===== src/rtl/pipe_ctrl_pkg.sv =====
// Shared definitions for the pipeline hazard controller.
//   REG_IDX_W  - width of an architectural register index
//   hz_state_e - hazard FSM state encoding (2 bits)
package pipe_ctrl_pkg;

  localparam int unsigned REG_IDX_W = 5;

  typedef enum logic [1:0] {
    StRun       = 2'd0,
    StMemWait   = 2'd1,
    StFetchWait = 2'd2,
    StFlush     = 2'd3
  } hz_state_e;

endpackage


===== src/rtl/pipe_hazard_ctrl_if.sv =====
// Bundle between the pipeline datapath and the hazard controller.
//   Pipeline -> controller: ID sources/use flags, EX rd/load/branch, imem_ready, dmem_busy
//   Controller -> pipeline: pc_stall, ifid_stall/flush, idex_stall/flush, fetch_abort
//   With PIPE_HAZARD_PERF_EN defined: perf_stall_cnt, perf_flush_cnt (controller -> pipeline)
// modport slave is the controller side, modport master is the datapath side.
interface pipe_hazard_ctrl_if;
  import pipe_ctrl_pkg::*;

  logic [REG_IDX_W-1:0] id_rs1;
  logic [REG_IDX_W-1:0] id_rs2;
  logic                 id_use_rs1;
  logic                 id_use_rs2;
  logic [REG_IDX_W-1:0] ex_rd;
  logic                 ex_mem_read;
  logic                 ex_br_taken;
  logic                 imem_ready;
  logic                 dmem_busy;

  logic                 pc_stall;
  logic                 ifid_stall;
  logic                 ifid_flush;
  logic                 idex_stall;
  logic                 idex_flush;
  logic                 fetch_abort;
`ifdef PIPE_HAZARD_PERF_EN
  logic [31:0]          perf_stall_cnt;
  logic [31:0]          perf_flush_cnt;
`endif

  modport slave (
    input  id_rs1, id_rs2, id_use_rs1, id_use_rs2, ex_rd, ex_mem_read, ex_br_taken,
    input  imem_ready, dmem_busy,
`ifdef PIPE_HAZARD_PERF_EN
    output perf_stall_cnt, perf_flush_cnt,
`endif
    output pc_stall, ifid_stall, ifid_flush, idex_stall, idex_flush, fetch_abort
  );

  modport master (
    output id_rs1, id_rs2, id_use_rs1, id_use_rs2, ex_rd, ex_mem_read, ex_br_taken,
    output imem_ready, dmem_busy,
`ifdef PIPE_HAZARD_PERF_EN
    input  perf_stall_cnt, perf_flush_cnt,
`endif
    input  pc_stall, ifid_stall, ifid_flush, idex_stall, idex_flush, fetch_abort
  );

endinterface


===== src/rtl/hazard_detect.sv =====
// Load-use comparator: flags when the instruction in ID reads the destination of a
// load sitting in EX. x0 never hazards. Purely combinational.
//   rs1, rs2, use_rs1, use_rs2 : ID source registers and their use flags
//   rd, mem_read               : EX destination and load flag
//   lu                         : hazard present
module hazard_detect
  import pipe_ctrl_pkg::*;
(
  input  logic [REG_IDX_W-1:0] rs1,
  input  logic [REG_IDX_W-1:0] rs2,
  input  logic                 use_rs1,
  input  logic                 use_rs2,
  input  logic [REG_IDX_W-1:0] rd,
  input  logic                 mem_read,
  output logic                 lu
);

  assign lu = mem_read && (rd != '0) &&
              ((use_rs1 && (rs1 == rd)) || (use_rs2 && (rs2 == rd)));

endmodule


===== src/rtl/pipe_hazard_ctrl.sv =====
// Central hazard controller: owns PC hold, IF/ID and ID/EX stall/flush and fetch abort.
// One FSM (RUN, MEM_WAIT, FETCH_WAIT, FLUSH) plus a 2-bit flush down-counter.
// Outputs are combinational from state and inputs.
//   clk, rst_n : clock, synchronous active-low reset
//   hif        : pipe_hazard_ctrl_if.slave bundle
//   FLUSH_CYCLES (1..3): IF/ID bubbles inserted per taken branch
// Optional macro PIPE_HAZARD_PERF_EN adds saturating stall/flush cycle counters.
module pipe_hazard_ctrl
  import pipe_ctrl_pkg::*;
#(
  parameter int unsigned FLUSH_CYCLES = 1
) (
  input logic               clk,
  input logic               rst_n,
  pipe_hazard_ctrl_if.slave hif
);

  localparam logic [1:0] FlushReload = 2'(FLUSH_CYCLES - 1);
  localparam bit         MultiFlush  = (FLUSH_CYCLES > 1);

  hz_state_e  state_q, state_d;
  logic [1:0] cnt_q, cnt_d;
  logic       lu;
  logic       run_rules, flush_rules;
  logic       pc_stall, ifid_stall, ifid_flush, idex_stall, idex_flush, fetch_abort;

  hazard_detect u_hazard_detect (
    .rs1      (hif.id_rs1),
    .rs2      (hif.id_rs2),
    .use_rs1  (hif.id_use_rs1),
    .use_rs2  (hif.id_use_rs2),
    .rd       (hif.ex_rd),
    .mem_read (hif.ex_mem_read),
    .lu       (lu)
  );

  always_ff @(posedge clk) begin
    if (!rst_n) begin
      state_q <= StRun;
      cnt_q   <= 2'd0;
    end else begin
      state_q <= state_d;
      cnt_q   <= cnt_d;
    end
  end

  always_comb begin
    state_d     = state_q;
    cnt_d       = cnt_q;
    run_rules   = 1'b0;
    flush_rules = 1'b0;
    pc_stall    = 1'b0;
    ifid_stall  = 1'b0;
    ifid_flush  = 1'b0;
    idex_stall  = 1'b0;
    idex_flush  = 1'b0;
    fetch_abort = 1'b0;

    unique case (state_q)
      StRun: run_rules = 1'b1;
      StMemWait: begin
        if (hif.dmem_busy) begin
          pc_stall   = 1'b1;
          ifid_stall = 1'b1;
          idex_stall = 1'b1;
        end else if (cnt_q != 2'd0) begin
          // Resume an interrupted branch flush in the release cycle so no
          // wrong-path instruction slips into IF/ID.
          flush_rules = 1'b1;
        end else begin
          run_rules = 1'b1;
        end
      end
      StFetchWait: begin
        if (hif.dmem_busy) begin
          pc_stall   = 1'b1;
          ifid_stall = 1'b1;
          idex_stall = 1'b1;
          state_d    = StMemWait;
        end else if (hif.ex_br_taken) begin
          ifid_flush  = 1'b1;
          idex_flush  = 1'b1;
          fetch_abort = 1'b1;
          state_d     = MultiFlush ? StFlush : StRun;
          cnt_d       = FlushReload;
        end else if (!hif.imem_ready) begin
          pc_stall   = 1'b1;
          ifid_flush = 1'b1;
        end else begin
          state_d = StRun;
        end
      end
      StFlush: begin
        if (hif.dmem_busy) begin
          pc_stall   = 1'b1;
          ifid_stall = 1'b1;
          idex_stall = 1'b1;
          state_d    = StMemWait;
        end else begin
          flush_rules = 1'b1;
        end
      end
      default: state_d = StRun;
    endcase

    if (run_rules) begin
      if (hif.dmem_busy) begin
        pc_stall   = 1'b1;
        ifid_stall = 1'b1;
        idex_stall = 1'b1;
        state_d    = StMemWait;
      end else if (hif.ex_br_taken) begin
        ifid_flush = 1'b1;
        idex_flush = 1'b1;
        state_d    = MultiFlush ? StFlush : StRun;
        cnt_d      = FlushReload;
      end else if (lu) begin
        pc_stall   = 1'b1;
        ifid_stall = 1'b1;
        idex_flush = 1'b1;
        state_d    = StRun;
      end else if (!hif.imem_ready) begin
        pc_stall   = 1'b1;
        ifid_flush = 1'b1;
        state_d    = StFetchWait;
      end else begin
        state_d = StRun;
      end
    end

    if (flush_rules) begin
      ifid_flush = 1'b1;
      if (hif.ex_br_taken) begin
        // A new taken branch restarts the bubble sequence from this cycle.
        idex_flush = 1'b1;
        state_d    = MultiFlush ? StFlush : StRun;
        cnt_d      = FlushReload;
      end else if (cnt_q <= 2'd1) begin
        state_d = StRun;
        cnt_d   = 2'd0;
      end else begin
        state_d = StFlush;
        cnt_d   = cnt_q - 2'd1;
      end
    end

    if (!rst_n) begin
      pc_stall    = 1'b1;
      ifid_stall  = 1'b0;
      ifid_flush  = 1'b1;
      idex_stall  = 1'b0;
      idex_flush  = 1'b1;
      fetch_abort = 1'b0;
    end
  end

  assign hif.pc_stall    = pc_stall;
  assign hif.ifid_stall  = ifid_stall;
  assign hif.ifid_flush  = ifid_flush;
  assign hif.idex_stall  = idex_stall;
  assign hif.idex_flush  = idex_flush;
  assign hif.fetch_abort = fetch_abort;

`ifdef PIPE_HAZARD_PERF_EN
  logic [31:0] perf_stall_q, perf_flush_q;

  always_ff @(posedge clk) begin
    if (!rst_n) begin
      perf_stall_q <= 32'd0;
      perf_flush_q <= 32'd0;
    end else begin
      if (pc_stall && (perf_stall_q != '1)) perf_stall_q <= perf_stall_q + 32'd1;
      if (ifid_flush && (perf_flush_q != '1)) perf_flush_q <= perf_flush_q + 32'd1;
    end
  end

  assign hif.perf_stall_cnt = perf_stall_q;
  assign hif.perf_flush_cnt = perf_flush_q;
`endif

endmodule

===== src/flat_wrapper.sv =====
// flat-port wrapper written by rule: the top's interface ports become plain ports
module pipe_hazard_ctrl_flat import pipe_ctrl_pkg::*;
#(
  parameter int unsigned FLUSH_CYCLES = 1
)
  (clk, rst_n, hif_id_rs1, hif_id_rs2, hif_id_use_rs1, hif_id_use_rs2, hif_ex_rd, hif_ex_mem_read, hif_ex_br_taken, hif_imem_ready, hif_dmem_busy, hif_pc_stall, hif_ifid_stall, hif_ifid_flush, hif_idex_stall, hif_idex_flush, hif_fetch_abort);
  pipe_hazard_ctrl_if hif_i ();
  input logic clk;
  input logic rst_n;
  input wire logic [$bits(hif_i.id_rs1)-1:0] hif_id_rs1;
  input wire logic [$bits(hif_i.id_rs2)-1:0] hif_id_rs2;
  input wire logic [$bits(hif_i.id_use_rs1)-1:0] hif_id_use_rs1;
  input wire logic [$bits(hif_i.id_use_rs2)-1:0] hif_id_use_rs2;
  input wire logic [$bits(hif_i.ex_rd)-1:0] hif_ex_rd;
  input wire logic [$bits(hif_i.ex_mem_read)-1:0] hif_ex_mem_read;
  input wire logic [$bits(hif_i.ex_br_taken)-1:0] hif_ex_br_taken;
  input wire logic [$bits(hif_i.imem_ready)-1:0] hif_imem_ready;
  input wire logic [$bits(hif_i.dmem_busy)-1:0] hif_dmem_busy;
  output wire logic [$bits(hif_i.pc_stall)-1:0] hif_pc_stall;
  output wire logic [$bits(hif_i.ifid_stall)-1:0] hif_ifid_stall;
  output wire logic [$bits(hif_i.ifid_flush)-1:0] hif_ifid_flush;
  output wire logic [$bits(hif_i.idex_stall)-1:0] hif_idex_stall;
  output wire logic [$bits(hif_i.idex_flush)-1:0] hif_idex_flush;
  output wire logic [$bits(hif_i.fetch_abort)-1:0] hif_fetch_abort;
  assign hif_i.id_rs1 = hif_id_rs1;
  assign hif_i.id_rs2 = hif_id_rs2;
  assign hif_i.id_use_rs1 = hif_id_use_rs1;
  assign hif_i.id_use_rs2 = hif_id_use_rs2;
  assign hif_i.ex_rd = hif_ex_rd;
  assign hif_i.ex_mem_read = hif_ex_mem_read;
  assign hif_i.ex_br_taken = hif_ex_br_taken;
  assign hif_i.imem_ready = hif_imem_ready;
  assign hif_i.dmem_busy = hif_dmem_busy;
  assign hif_pc_stall = hif_i.pc_stall;
  assign hif_ifid_stall = hif_i.ifid_stall;
  assign hif_ifid_flush = hif_i.ifid_flush;
  assign hif_idex_stall = hif_i.idex_stall;
  assign hif_idex_flush = hif_i.idex_flush;
  assign hif_fetch_abort = hif_i.fetch_abort;
  pipe_hazard_ctrl #(.FLUSH_CYCLES(FLUSH_CYCLES)) u_core (.clk(clk), .rst_n(rst_n), .hif(hif_i));
endmodule

===== config.mk =====
export PLATFORM = sky130hd
export DESIGN_NAME = pipe_hazard_ctrl_flat
export DESIGN_NICKNAME = d
export VERILOG_FILES = /design/src/rtl/pipe_ctrl_pkg.sv /design/src/rtl/pipe_hazard_ctrl_if.sv /design/src/rtl/hazard_detect.sv /design/src/rtl/pipe_hazard_ctrl.sv /design/src/flat_wrapper.sv
export SDC_FILE = /design/constraint.sdc
export NUM_CORES = 1
export LEC_CHECK = 0
export CAP_MARGIN = 25
export CORE_UTILIZATION = 37
export DETAILED_ROUTE_END_ITERATION = 7
export GPL_TIMING_DRIVEN = 0
export PLACE_DENSITY = 0.76
export SLEW_MARGIN = 20
export SYNTH_ARGS = -nofsm -noshare
export SYNTH_HDL_FRONTEND = slang
export SYNTH_SLANG_ARGS = --single-unit

===== constraint.sdc =====
create_clock -name clk -period 2.89 [get_ports clk]
set_input_delay 0.7225 -clock clk [delete_from_list [all_inputs] [get_ports clk]]
set_output_delay 0.7225 -clock clk [all_outputs]
set_load 0.02 [all_outputs]

* Word level (Yosys, flattened, before mapping)
Cells that the tools add are included.
** Word-level totals
- Register bits after elaboration :: 4
- Output and inout port bits :: 6
- Word-level logic and storage cells :: 93
** Cells by class
- Add/sub/neg operators :: 1
- $lt $le $gt $ge :: 1
- Equal/unequal tests :: 7
- Mux-type cells :: 70
- Reduce and logical (&&, ||, !) cells :: 12
** Operators by type and width (number)
- 2-to-1 mux 1 bit :: 45
- 2-to-1 mux 2 bit :: 21
- == test 5 bit :: 2
- inequality test 6 x 4 -> 1 bit (second input constant) :: 1
- one-hot mux 1 bit (2 select lines) :: 3
- nonzero test 5 bit :: 1
- == test 2 bit (second input constant) :: 2
- logical AND 1 bit :: 4
- inequality test 4 x 2 -> 1 bit (second input constant) :: 1
- one-hot mux 2 bit (2 select lines) :: 1
- nonzero test 4 bit :: 1
- AND reduction 3 bit :: 1
- OR reduction 3 bit :: 1
- == test 2 x 1 -> 1 bit (second input constant) :: 1
- less-or-equal comparator 2 x 1 -> 1 bit (second input constant) :: 1
- logical NOT 2 bit :: 1
- nonzero test 2 bit :: 1
- OR reduction 2 bit :: 1
- subtractor 2 x 1 -> 2 bit (second input constant) :: 1
- logical OR 1 bit :: 1

* Logic depth before layout (Yosys ltp)
Gate-level depths: netlist of the first run.
- Depth after elaboration :: 11
- Gate-level depth with buffers :: 5
- Mapped depth without buffers :: 4

* Hierarchy
From an unflattened synthesis of the first run, not the netlist that was laid out.
** Second synthesis, totals
- Cell total of the unflattened synthesis :: 53
- Area total of the unflattened synthesis :: 411.6 um^2
** Modules (own cells, without submodules)
- pipe_hazard_ctrl :: times used 1, cells an instance 36, area an instance 277.8 um^2, sequential area each 80.1 um^2
- hazard_detect :: times used 1, cells an instance 17, area an instance 133.9 um^2, sequential area each 0.0 um^2

* Least setup slack after synthesis of the first run
No wires, ideal clock.
- Path type :: input -> output
- Start point :: input port hif_dmem_busy
- End point :: output port hif_pc_stall
- Arrival time :: 1961 ps
- Data required time :: 2168 ps
- Setup slack :: 207 ps
- Stages on the path :: 5
- Path buffers :: 1
- Cell sequence :: buf_2 > nor3_1 > nor2_1 > or4_1 > o21ai_0
** Between the ends
- Longest elaborated chain between the ends :: 8
- Elaborated cells on any way between the ends :: 11
- Those cells by class :: mux: 11
** Ends and longest elaborated chain
- start, declared :: line flat_wrapper.sv:18 : input wire logic [$bits(hif_i.dmem_busy)-1:0] hif_dmem_busy;
- 2-to-1 mux 1 bit, on equally long branches :: line pipe_hazard_ctrl.sv:62, pipe_hazard_ctrl.sv:94, pipe_hazard_ctrl.sv:75
- one-hot mux 1 bit (2 select lines) :: line pipe_hazard_ctrl.sv:59 : unique case (state_q)
- 2-to-1 mux 1 bit :: line pipe_hazard_ctrl.sv:122 : end else if (!hif.imem_ready) begin
- 2-to-1 mux 1 bit :: line pipe_hazard_ctrl.sv:117 : end else if (lu) begin
- 2-to-1 mux 1 bit :: line pipe_hazard_ctrl.sv:112 : end else if (hif.ex_br_taken) begin
- 2-to-1 mux 1 bit :: line pipe_hazard_ctrl.sv:107 : if (hif.dmem_busy) begin
- 2-to-1 mux 1 bit * :: line pipe_hazard_ctrl.sv:106 : if (run_rules) begin
- 2-to-1 mux 1 bit * :: line pipe_hazard_ctrl.sv:147 : if (!rst_n) begin
- end, declared :: line flat_wrapper.sv:19 : output wire logic [$bits(hif_i.pc_stall)-1:0] hif_pc_stall;
Mark *: on every way between the ends. The rest lies on a longest branch, timed or not.

* Worst setup path after layout of the first run
Ends and elaborated chain as after synthesis.

==> results of run 1 <==
-- cell usage in the layout (no fill, tap or decap), types with 2 or more instances in the layout --
cell type        count
a21oi_1              2
buf_2                3
buf_4               10
buf_6                3
clkbuf_2             5
clkbuf_4             3
clkdlybuf4s50_1      5
dfxtp_1              4
dlygate4sd2_1        8
dlymetal6s2s_1       2
inv_1                5
nand2_1              4
nor2_1               5
nor3_1               2
nor4_2               2
o21a_1               4
or4_1                2
xnor2_1              2
xor2_1               7
-- timing repair --
action | 4_1_cts | 5_1_grt
pin swaps | 8 | 6
resized for setup | 52 | 18
endpoints found under the setup margin | 6 | 4
setup buffers | 5 | 2
-- per-layer routing --
metal	routed length, um	share of wire [%]
met1	696	44
met2	756	47
met3	143	9.0
met4	0	0
met5	0	0
-- registers in the layout (all words and copies together), names as in the netlist --
name	count
u_core.state_q	2
u_core.cnt_q	2
-- power by group --
part | internal [uW] | switching, uW
combinational | 51.3 | 47.7
clock | 46.4 | 23.3
sequential | 57.0 | 1.89
-- cell type report --
type                    count  area [um2]
multi-input cells          55         448
fillers                   128         422
repair buffers             34         274
flip-flops and latches      4        80.1
plain buffers               3        30.0
clock buffers               3        22.5
inverters                   6        22.5
well taps                  15        18.8
-- stage by stage --
step / hold WS, ps / setup slack (ps)
floorplan: 479 / 207
global placement: 503 / -804
detailed placement: 504 / -865
CTS: 509 / 2.94
global route: 549 / -8.46
finish: 513 / 65.1
-- tightest hold or removal path, stage by stage, from the launching register on --
cell and delay, ps:
dfxtp_1 340, nand2_1 80, a21oi_1 50
-- cell families (layout without fill, tap and decap cells) --
logic type,after synthesis,count (layout)
AND/OR/NAND/NOR,26,26
flip-flops,4,4
XOR/XNOR,10,10
AO/OA/AOI/OAI,19,19
buffers and inverters,9,46
-- worst max-delay path by stage --
stage	startpoint	to	slack, ps	cells after the start
2_1_floorplan	hif_dmem_busy	hif_pc_stall	210	5
3_3_place_gp	hif_ex_rd[2]	hif_ifid_stall	-800	6
3_5_place_dp	hif_ex_rd[2]	hif_ifid_stall	-860	6
4_1_cts	hif_ex_rd[2]	hif_pc_stall	3	7
5_1_grt	hif_dmem_busy	hif_pc_stall	-8	7
6_report	hif_dmem_busy	hif_pc_stall	70	7
==> metrics, run 1 <==
Critical Path RT=roughly 2200 ps; Post-Place Cells=110; Final setup viols=0; Inserted Diodes=0; total power=228 uW; fin crit period=2820 ps; area delta synth->final=69.3%; maximum vdd drop=about 0.28 mV; most used routing layer=met2; Clock Sinks=4; Hold Crit Start=u_core.cnt_q[0]$_SDFF_PN0_; met3 Use GR=9.09%; CP max stage cell=or4_1; Post-Synth XOR/XNOR Area=approximately 17%; Net Count, Synth=91; hold path depth=2; LEAKAGE=around 0.00042 uW; slew margin rel.=~80%; final slew viol count=0; clock latency at the later pin of the worst-skew pair=around 240 ps; first-pass GRT wire length=about 2600 um; Tightest Hold Check Type=reg -> reg; H-tree Lvls=1; Synth Instances=68; Final Skew=3.83 ps; pwr/cell area=254 nW/um2; Final Util=68.0%; TNS Setup=0 ps; final std cells w/o fill=120; number of global-route vias before repair=590; combinational family with the most area after synthesis=simple AND/OR/NAND/NOR gates; CP Data Arrival Time=2100 ps; Compound-Gate Fraction of Synth Area=29.6%; synthesis warning total=0; met1 Resource Use GR=33.9%; Die Span Y=39.8 um; initial antenna violation count=0; critical-path cell list=dlygate4sd2_1 -> buf_6 -> nor3_1 -> nor2_1 -> or4_1 -> o21ai_1 -> buf_4; met2 Use GR=between 30% and 40%; R2R cell count=4; Synth Area in Simple Gates=30.0%; antenna-violating nets left=0; Least-Margin Pin Slew=301 ps; Synth area leaders=dfxtp_1, xor2_1, o21a_1, inv_1, or4_1; flop2flop setup slack=1500 ps; r2r endpoint=u_core.state_q[1]$_SDFFE_PN0P_; Synth Area in Adders=0%; nets@finish=130; Max clock buf depth=2; top cell family by delay on the critical path=simple AND/OR/NAND/NOR gates; Min-Delay Endpoint=u_core.cnt_q[0]$_SDFF_PN0_; Post-Syn Area=529 um2; Final Instance Area=896 um2; width of the die=39.8 um; number of remaining DRC errors=0; GR Util All Layers=about a quarter; post-synthesis sequential element count=4; Routed wire per std cell=13.3 um; Initial Util=40.2%; number of DRC markers in iteration 0=14; most frequent cells after synthesis=xor2_1, inv_1, nor2_1; share of cells above drive strength 1=34.3%; Post-Route WL=1600 um; Port Buffer Count=27; row count=13; cell taking the most area after synthesis=dfxtp_1; gpl congestion=roughly 0.76; CP startpoint kind=input pin; dpl cell area=818 um2; I/O pins=29; top_reg_cell synth=dfxtp_1; fmax=0.354 GHz; status=finished, final reports clean; Post-synth EDFFs=0; RSZ-0062 raised after global routing=yes; CTS tree=yes; post-synth top area share=15.1%; Critical R2R Launch=u_core.state_q[1]$_SDFFE_PN0P_; crit-path max FO=10; Clock Root Buffer=clkbuf_4; DR pass1 iterations=4; Yosys cell types=36; multiplexer share of the synthesized area=0%; largest net degree at the start of global routing=11; vias per cell=around 5.6; via count=674; Worst Path Buf+Inv=3; CP peak stage delay=390 ps; CTS clk-pin slew, worst paths=40 ps; Setup Crit Path Kind=in -> out; Final Cycle Share=97.7%; total grt overflow=0; core area=1320 um2; total CTS buffers=3; Fin. Hold Viols=0; FFs w/ async S/R, synth=0%; DP Wirelength=1160 um; total of max-cap violations=0; average size of a mapped cell=7.78 um2; sequential share of the synthesized area=15.1%; CTS Hold Buffers Added=0; Die Footprint=1590 um2; most common cell in the netlist=xor2_1; Crit. End Element=output pin
Power figures use the tool's default switching activity.
==> run 2, diff against run 1 <==
- SLEW_MARGIN: 20 -> 5
==> results of run 2 <==
Final layout, timing and power as in run 1 (identical DEF).
==> run 3, diff against run 2 <==
- CTS_CLUSTER_DIAMETER: default -> 60
==> results of run 3 <==
Final layout, timing and power as in run 1 (identical DEF).
